**config.mk**
```make
export PLATFORM = sky130hd
export DESIGN_NAME = regfile_wb_arbiter
export DESIGN_NICKNAME = d
export VERILOG_FILES = /design/src/rtl/regfile_wb_arbiter.sv
export SDC_FILE = /design/constraint.sdc
export NUM_CORES = 1
export LEC_CHECK = 0
export ABC_CLOCK_PERIOD_IN_PS = 1800
export CAP_MARGIN = 25
export CORE_MARGIN = 2
export CORE_UTILIZATION = 39
export DETAILED_ROUTE_END_ITERATION = 7
export PLACE_DENSITY = 0.81
export SLEW_MARGIN = 20
export SYNTH_ARGS = -nofsm -noshare
export SYNTH_HDL_FRONTEND = slang
export SYNTH_SLANG_ARGS = --single-unit
```
**constraint.sdc**
```tcl
create_clock -name clk -period 1.8 [get_ports clk]
set_input_delay 0.36 -clock clk [delete_from_list [all_inputs] [get_ports clk]]
set_output_delay 0.36 -clock clk [all_outputs]
set_load 0.005 [all_outputs]
```
**src/rtl/regfile_wb_arbiter.sv**
```systemverilog
// Writeback arbiter sharing the register file write port between ALU (A) and load (M) paths.
// Optional macro WB_BYPASS_EN adds same-cycle forwarding of the registered write to the read ports.
module regfile_wb_arbiter #(
    parameter int XLEN         = 64,
    parameter int STARVE_LIMIT = 4,
    parameter int STALL_CW     = 16
) (
    input  logic                clk,
    input  logic                reset,
    input  logic                a_valid,
    output logic                a_ready,
    input  logic [4:0]          a_rd,
    input  logic [XLEN-1:0]     a_data,
    input  logic                m_valid,
    output logic                m_ready,
    input  logic [4:0]          m_rd,
    input  logic [XLEN-1:0]     m_data,
    output logic                RegWrite,
    output logic [4:0]          WriteReg,
    output logic [XLEN-1:0]     WriteData,
    output logic                m_boost,
    output logic [STALL_CW-1:0] stall_cnt
`ifdef WB_BYPASS_EN
    ,
    input  logic [4:0]          rs1_addr,
    input  logic [4:0]          rs2_addr,
    input  logic [XLEN-1:0]     rf_data1,
    input  logic [XLEN-1:0]     rf_data2,
    output logic [XLEN-1:0]     fwd_data1,
    output logic [XLEN-1:0]     fwd_data2
`endif
);

    localparam int SW = $clog2(STARVE_LIMIT + 1);
    localparam logic [SW-1:0] STARVE_MAX = SW'(STARVE_LIMIT);

    logic [SW-1:0]     starveQ;
    logic              aWins;
    logic              mWins;
    logic              accept;
    logic [4:0]        winRd;
    logic [XLEN-1:0]   winData;
    logic              stallNow;

    assign m_boost = (starveQ == STARVE_MAX);

    // A normally wins; a saturated starvation count flips priority to M
    assign aWins = a_valid && !(m_boost && m_valid);
    assign mWins = m_valid && !aWins;

    assign a_ready  = !reset && aWins;
    assign m_ready  = !reset && mWins;
    assign accept   = a_ready || m_ready;
    assign winRd    = a_ready ? a_rd : m_rd;
    assign winData  = a_ready ? a_data : m_data;
    assign stallNow = (a_valid && !a_ready) || (m_valid && !m_ready);

    always_ff @(posedge clk) begin
        if (reset) begin
            RegWrite  <= 1'b0;
            WriteReg  <= '0;
            WriteData <= '0;
        end else if (accept) begin
            RegWrite  <= (winRd != 5'd0);
            WriteReg  <= winRd;
            WriteData <= winData;
        end else begin
            RegWrite  <= 1'b0;
        end
    end

    always_ff @(posedge clk) begin
        if (reset) begin
            starveQ <= '0;
        end else if (m_valid && !m_ready) begin
            if (starveQ != STARVE_MAX) begin
                starveQ <= starveQ + 1'b1;
            end
        end else begin
            starveQ <= '0;
        end
    end

    always_ff @(posedge clk) begin
        if (reset) begin
            stall_cnt <= '0;
        end else if (stallNow && (stall_cnt != '1)) begin
            stall_cnt <= stall_cnt + 1'b1;
        end
    end

`ifdef WB_BYPASS_EN
    // Register file write lands at the edge, so a same-cycle read would see stale data
    assign fwd_data1 = (RegWrite && (WriteReg == rs1_addr) && (rs1_addr != 5'd0)) ? WriteData : rf_data1;
    assign fwd_data2 = (RegWrite && (WriteReg == rs2_addr) && (rs2_addr != 5'd0)) ? WriteData : rf_data2;
`endif

endmodule

```
==> metrics.md, run 1 <==
| Metric | Value |
|---|---|
| Worst vdd ir | approximately 0.42 mV |
| Req. time, crit path | ~1400 ps |
| # IOs | 231 |
| Syn_area_per_cell | 9.54 um^2 |
| Seq/Total Area, Yosys | a little over two fifths |
| Unique masters post-synth | 40 |
| GPL Wtd Cong | 0.804 |
| Die Span X | approximately 110 um |
| Hold buffers post-CTS | 0 |
| Worst slew margin relative to its limit | between 50 and 60% |
| Top_reg_cell synth | dfxtp_1 |
| GRT overflow | 0 |
| Fin crit period | about 1700 ps |
| ANT cells | 0 |
| EDFF count, synth | 0 |
| Worst Skew | 9.72 ps |
| Final nets | around 800 |
| Worst-path clk slew | 90 ps |
| Net Count, Synth | 576 |
| Core area | slightly above 10000 um^2 |
| Num CTS Buffers | 9 |
| Worst min path class | input pin to flip-flop |
| Share of the synthesized area in the top cell type | between 40% and 50% |
| Chip height | approximately 110 um |
| Core Util, Final | about two thirds |
| Worst-Margin Slew | between 600 and 700 ps |
| Number of synthesis warnings | 0 |
| Initial antenna violation count | 0 |
| Area grow syn2layout | 65.3% |
| Initial core utilization | roughly 40% |
| Critical path type | flip-flop to output port |
| CTS tree | done |
| Share of layout cells above drive strength 1 | under 10% |
| Root Driver | clkbuf_8 |
| Global-route wire length before repair | approximately 20 mm |
| Final number of hold-violating endpoints | 0 |
| Maxcap violations | 0 |
| Via density per instance | around 5.2 |
| Reg2Reg Depth | 7 |
| Dpl hpwl | ~9.5 mm |
| Critical path arrival | about 1400 ps |
| Full die area | about 11000 um^2 |
| Critical path endpoint category | output port |
| Clock sink total | 89 |
| CP max FO | 3 |
| Total track usage | around 22% |
| Number of DRC markers in iteration 0 | 191 |
| LEAKAGE | about 2.7 nW |
| Number of cells on the worst hold path | 3 |
| Area contributors post-synth | dfxtp_1, mux2i_1, a211oi_1, nor2_1, clkbuf_1 |
| Vias | around 4200 |
| Number of synthesized register bits | 89 |
| Startpoint Class | flip-flop |
| Vias in the first global route | 4226 |
| DRT antenna net count | 0 |
| Final setup fails | 0 |
| Async SR Flop Fraction | 0% |
| DRC | 0 |
| WL/cell | between 15 and 20 um |
| Pin count of the biggest net entering global routing | between 70 and 80 |
| CTS Buffer Depth | 2 |
| Post-synth top area cell | dfxtp_1 |
| Htree depth | 3 |
| Hold WS | 411 ps |
| Placement Rows | 37 |
| Synth Cell Area | between 4000 and 5000 um^2 |
| Status | complete, no violations |
| Mapped Cells | around 430 |
| Fmax | between 0.5 and 0.6 GHz |
| Worst-Skew Late Latency | 360 ps |
| Iteration count of the initial detailed-routing pass | 4 |
| Post-synth top cells | dfxtp_1, nor2_1, a211oi_1, mux2i_1, clkbuf_1 |
| Top-count cell post-synth | dfxtp_1 |
| Tcrit/Tclk final | between 90% and 100% |
| P per Cell Area | about 670 nW/um^2 |
| Routed WL | ~13 mm |
| Input/output buffers | 230 |
| Max-slew violations | 0 |
layout by cell type, fill, tap and decap left out, drive strengths merged:
cell / n
a211oi: 70
a21oi: 10
a311oi: 2
a31oi: 3
and2: 2
and3: 2
and4: 1
buf: 23
bufinv: 1
clkbuf: 12
clkdlybuf4s15: 1
clkdlybuf4s50: 224
clkinv: 2
dfxtp: 89
dlygate4sd2: 2
dlymetal6s2s: 1
ha: 3
inv: 10
maj3: 1
mux2: 3
mux2i: 70
nand2: 11
nand3: 6
nand4: 6
nor2: 74
nor2b: 3
nor3: 2
nor4: 2
nor4b: 1
o2111ai: 1
o21ai: 5
o311a: 1
o311ai: 1
o31ai: 5
o41ai: 2
or3: 1
or4: 8
kinds of logic after synthesis:
group | Yosys count | synth area share (%)
mux | 73 | 17.9
fa+ha+maj | 4 | 1.25
simple gates | 119 | 14.3
buf+inv | 46 | 5.66
compound gates | 100 | 17.5
flops | 89 | 43.3
final timing paths:
kind,from,endpoint,slack [ps]
worst max-delay path,starveQ[0],a_ready,50
worst min-delay path,m_valid,stall_cnt[3],410
worst max register to register,stall_cnt[0],stall_cnt[15],70
worst min register to register,starveQ[0],starveQ[0],440
what timing repair did:
action / CTS / global route
setup buffers: 0 / 2
resized for setup: 8 / 7
pin swaps: 1 / 1
endpoints found under the setup margin: 3 / 10
per-stage QoR:
| stage | cells | setup slack, ps | setup TNS [ps] | cell area (um^2) | power (mW) |
|---|---|---|---|---|---|
| after floorplan | 431 | 117 | 0 | 4110 | 2.55 |
| after global placement | 780 | -302 | -3550 | 6560 | 3.19 |
| after detailed placement | 780 | -327 | -6630 | 6560 | 3.21 |
| after CTS | 795 | 8.01 | 0 | 6770 | 4.62 |
| after global routing | 797 | -2.24 | -2.24 | 6790 | 4.75 |
| final | 797 | 54.9 | 0 | 6790 | 4.56 |
critical path, cell delays in order (launching register included):
cell and delay, ps:
dfxtp_2 360, inv_2 50, ha_4 160, nand3_2 90, nand3_4 80, inv_1 60
dlygate4sd2_1 240
sequential cells by signal, summed over array words and instances, names as in the netlist:
register and cells:
starveQ 3, stall_cnt 16, RegWrite 1, WriteReg 5, WriteData 64
power breakdown:
group	switching, mW	internal, mW
combinational	0.349	0.649
clock	0.687	0.707
sequential	0.0702	2.10
metal layers:
| metal | wire [um] | GRT usage, % | vias to the layer above |
|---|---|---|---|
| met1 | 4980 | 23.8 | 1925 |
| met3 | 970 | 6.69 | 35 |
| li1 | - | - | 2034 |
| met4 | 446 | 11.3 | 0 |
| met5 | 0 | 0 | - |
| met2 | 6530 | 38.9 | 159 |
area by class of cell:
cell class                 instances  area, um^2
inverter                          10        37.5
tap                              136         170
timing repair buffer             251        2480
clock buffer                      12         155
sequential                        89        1790
multi-input combinational        296        2130
fill                             851        3480
clock inverter                     3        40.0
(Power assumes the default switching activity.)
==> run 2, diff against run 1 <==
--- a/config.mk
+++ b/config.mk
@@ -6,8 +6,7 @@
 export NUM_CORES = 1
 export LEC_CHECK = 0
 export ABC_CLOCK_PERIOD_IN_PS = 1800
-export CAP_MARGIN = 25
-export CORE_MARGIN = 2
+export CAP_MARGIN = 20
 export CORE_UTILIZATION = 39
 export DETAILED_ROUTE_END_ITERATION = 7
 export PLACE_DENSITY = 0.81
==> run 2 against run 1 <==
Clock power barely moved; routed wire length fell by 3.0%; critical endpoint is now stall_cnt[9]; die area shrank 3.7%; first-iteration DRC count fell by 19%; critical path type unchanged; sequential power barely moved; largest power group unchanged; combinational power hardly changed.
==> metrics.md, run 2 (synthesis gave the netlist of run 1 again) <==
| Metric | Value |
|---|---|
| Final setup fails | 0 |
| Initial antenna violation count | 0 |
| Filler cell count | 865 |
| CP max FO | 7 |
| Vias | 4130 |
| LEAKAGE | ~2.7 nW |
| Fmax | 0.578 GHz |
| Final number of hold-violating endpoints | 0 |
| Fin crit period | 1730 ps |
| Critical path endpoint category | output port |
| Pin count of the biggest net entering global routing | ~80 |
| Tcrit/Tclk final | between 90% and 100% |
| GPL Wtd Cong | roughly 0.77 |
| Slowest Stage Delay on Critical Path | about 560 ps |
| Post-CTS setup buffer count | 0 |
| Max-slew violations | 0 |
| Share of layout cells above drive strength 1 | roughly 8.6% |
| Placement Rows | 37 |
| P per Cell Area | roughly 670 nW/um^2 |
| Area grow syn2layout | 65.5% |
| Total track usage | approximately 23% |
| Final nets | 802 |
| Worst-Skew Late Latency | 360 ps |
| Worst min path class | input pin to flip-flop |
| Setup TNS | 0 ps |
| Core area | 10300 um^2 |
| Num CTS Buffers | 9 |
| Critical path arrival | around 1400 ps |
| Top flop regs | WriteData (64), stall_cnt (16), WriteReg (5) |
| Status | complete, no violations |
| Unrepaired setup endpoints after global routing | false |
| CP max-delay cell | clkdlybuf4s50_1 |
| Crit-path leading delay family | buffers and inverters |
| # IOs | around 230 |
| Initial core utilization | between 30% and 40% |
| Worst slew margin relative to its limit | a little under three fifths |
| Most frequent cells in the layout | clkdlybuf4s50_1, dfxtp_1, nor2_1 |
| Worst path cell trace | clkdlybuf4s50_1 |
| Root Driver | clkbuf_8 |
| Routed WL | around 13 mm |
| Clock sink total | 89 |
| Maxcap violations | 0 |
| WL/cell | 15.7 um |
| DRC | 0 |
| ANT cells | 0 |
| Top reg by flops | WriteData |
| Die Span X | 105 um |
| Worst-Margin Slew | between 600 and 700 ps |
| CTS Buffer Depth | 2 |
| GRT overflow | 0 |
| Dpl hpwl | just over 9 mm |
| Largest register FFs | between 60 and 70 |
| Chip height | roughly 100 um |
| Critical path type | flip-flop to output port |
| Worst-path clk slew | 90 ps |
| Full die area | between 10000 and 15000 um^2 |
| Global-route wire length before repair | around 20 mm |
| Worst Skew | ~8.0 ps |
| Req. time, crit path | ~1400 ps |
| Worst vdd ir | roughly 0.37 mV |
| Iteration count of the initial detailed-routing pass | 4 |
| DRT antenna net count | 0 |
| Vias in the first global route | between 4000 and 5000 |
| Crit path buf inv count | 1 |
| Total chip power | roughly 4.6 mW |
| Number of DRC markers in iteration 0 | around 160 |
| Most common cell after layout, fill and taps aside | clkdlybuf4s50_1 |
| Startpoint Class | flip-flop |
| Via density per instance | slightly above 5 |
| Input/output buffers | between 200 and 250 |
| Htree depth | 3 |
| CTS tree | done |
## run 2: path summary, 6_finish.rpt
path,from,endpoint,slack (ps),depth (start not counted)
setup / recovery,stall_cnt[9],stall_cnt[9],70,1
hold / removal,reset,stall_cnt[14],410,3
setup reg to reg,stall_cnt[5],stall_cnt[15],130,4
hold reg to reg,stall_cnt[1],stall_cnt[1],500,2
## run 2: where the power goes
group	total [mW]	leakage [nW]	internal, mW	switching, mW
Clock	1.42	0.0960	0.654	0.764
Sequential	2.17	0.737	2.10	0.0709
Combinational	0.998	1.85	0.652	0.347
## run 2: worst register-to-register path: stages (launching register included)
cell     delay, ps
dfxtp_1        420
and3_1         330
nand4_4        180
or4_1          500
a21oi_1        160
## run 2: layout make-up
cell class | instances | area, um^2 | area share (%)
repair buffers | 251 | 2470 | 36.4
multi-input cells | 296 | 2130 | 31.4
flip-flops and latches | 89 | 1780 | 26.2
well taps | 136 | 170 | 2.50
clock buffers | 9 | 124 | 1.82
clock inverters | 7 | 80.1 | 1.18
inverters | 10 | 37.5 | 0.552
## run 2: layer usage
layer	global-route usage (%)	routed length, um	up-vias
li1	-	-	2044
met4	8.65	233	0
met1	24.7	4970	1924
met2	41.5	6470	143
met5	0	0	-
met3	6.18	867	19
## run 2: stage by stage
step / util, % / hold WS (ps) / area, um^2 / setup slack [ps] / instances
2_1_floorplan: - / 428 / 4110 / 117 / 431
3_3_place_gp: 64.0 / 480 / 6580 / -258 / 782
3_5_place_dp: 64.0 / 485 / 6580 / -259 / 782
4_1_cts: 66.1 / 384 / 6790 / 6.82 / 798
5_1_grt: 66.2 / 390 / 6800 / 6.28 / 798
6_report: 66.2 / 410 / 6800 / 71.0 / 798
## run 2: what timing repair did
action                                  in CTS  in global routing
pin swaps                                    1                  0
endpoints found under the setup margin       3                  8
hold buffers                                 0                  0
resized for setup                            9                  7
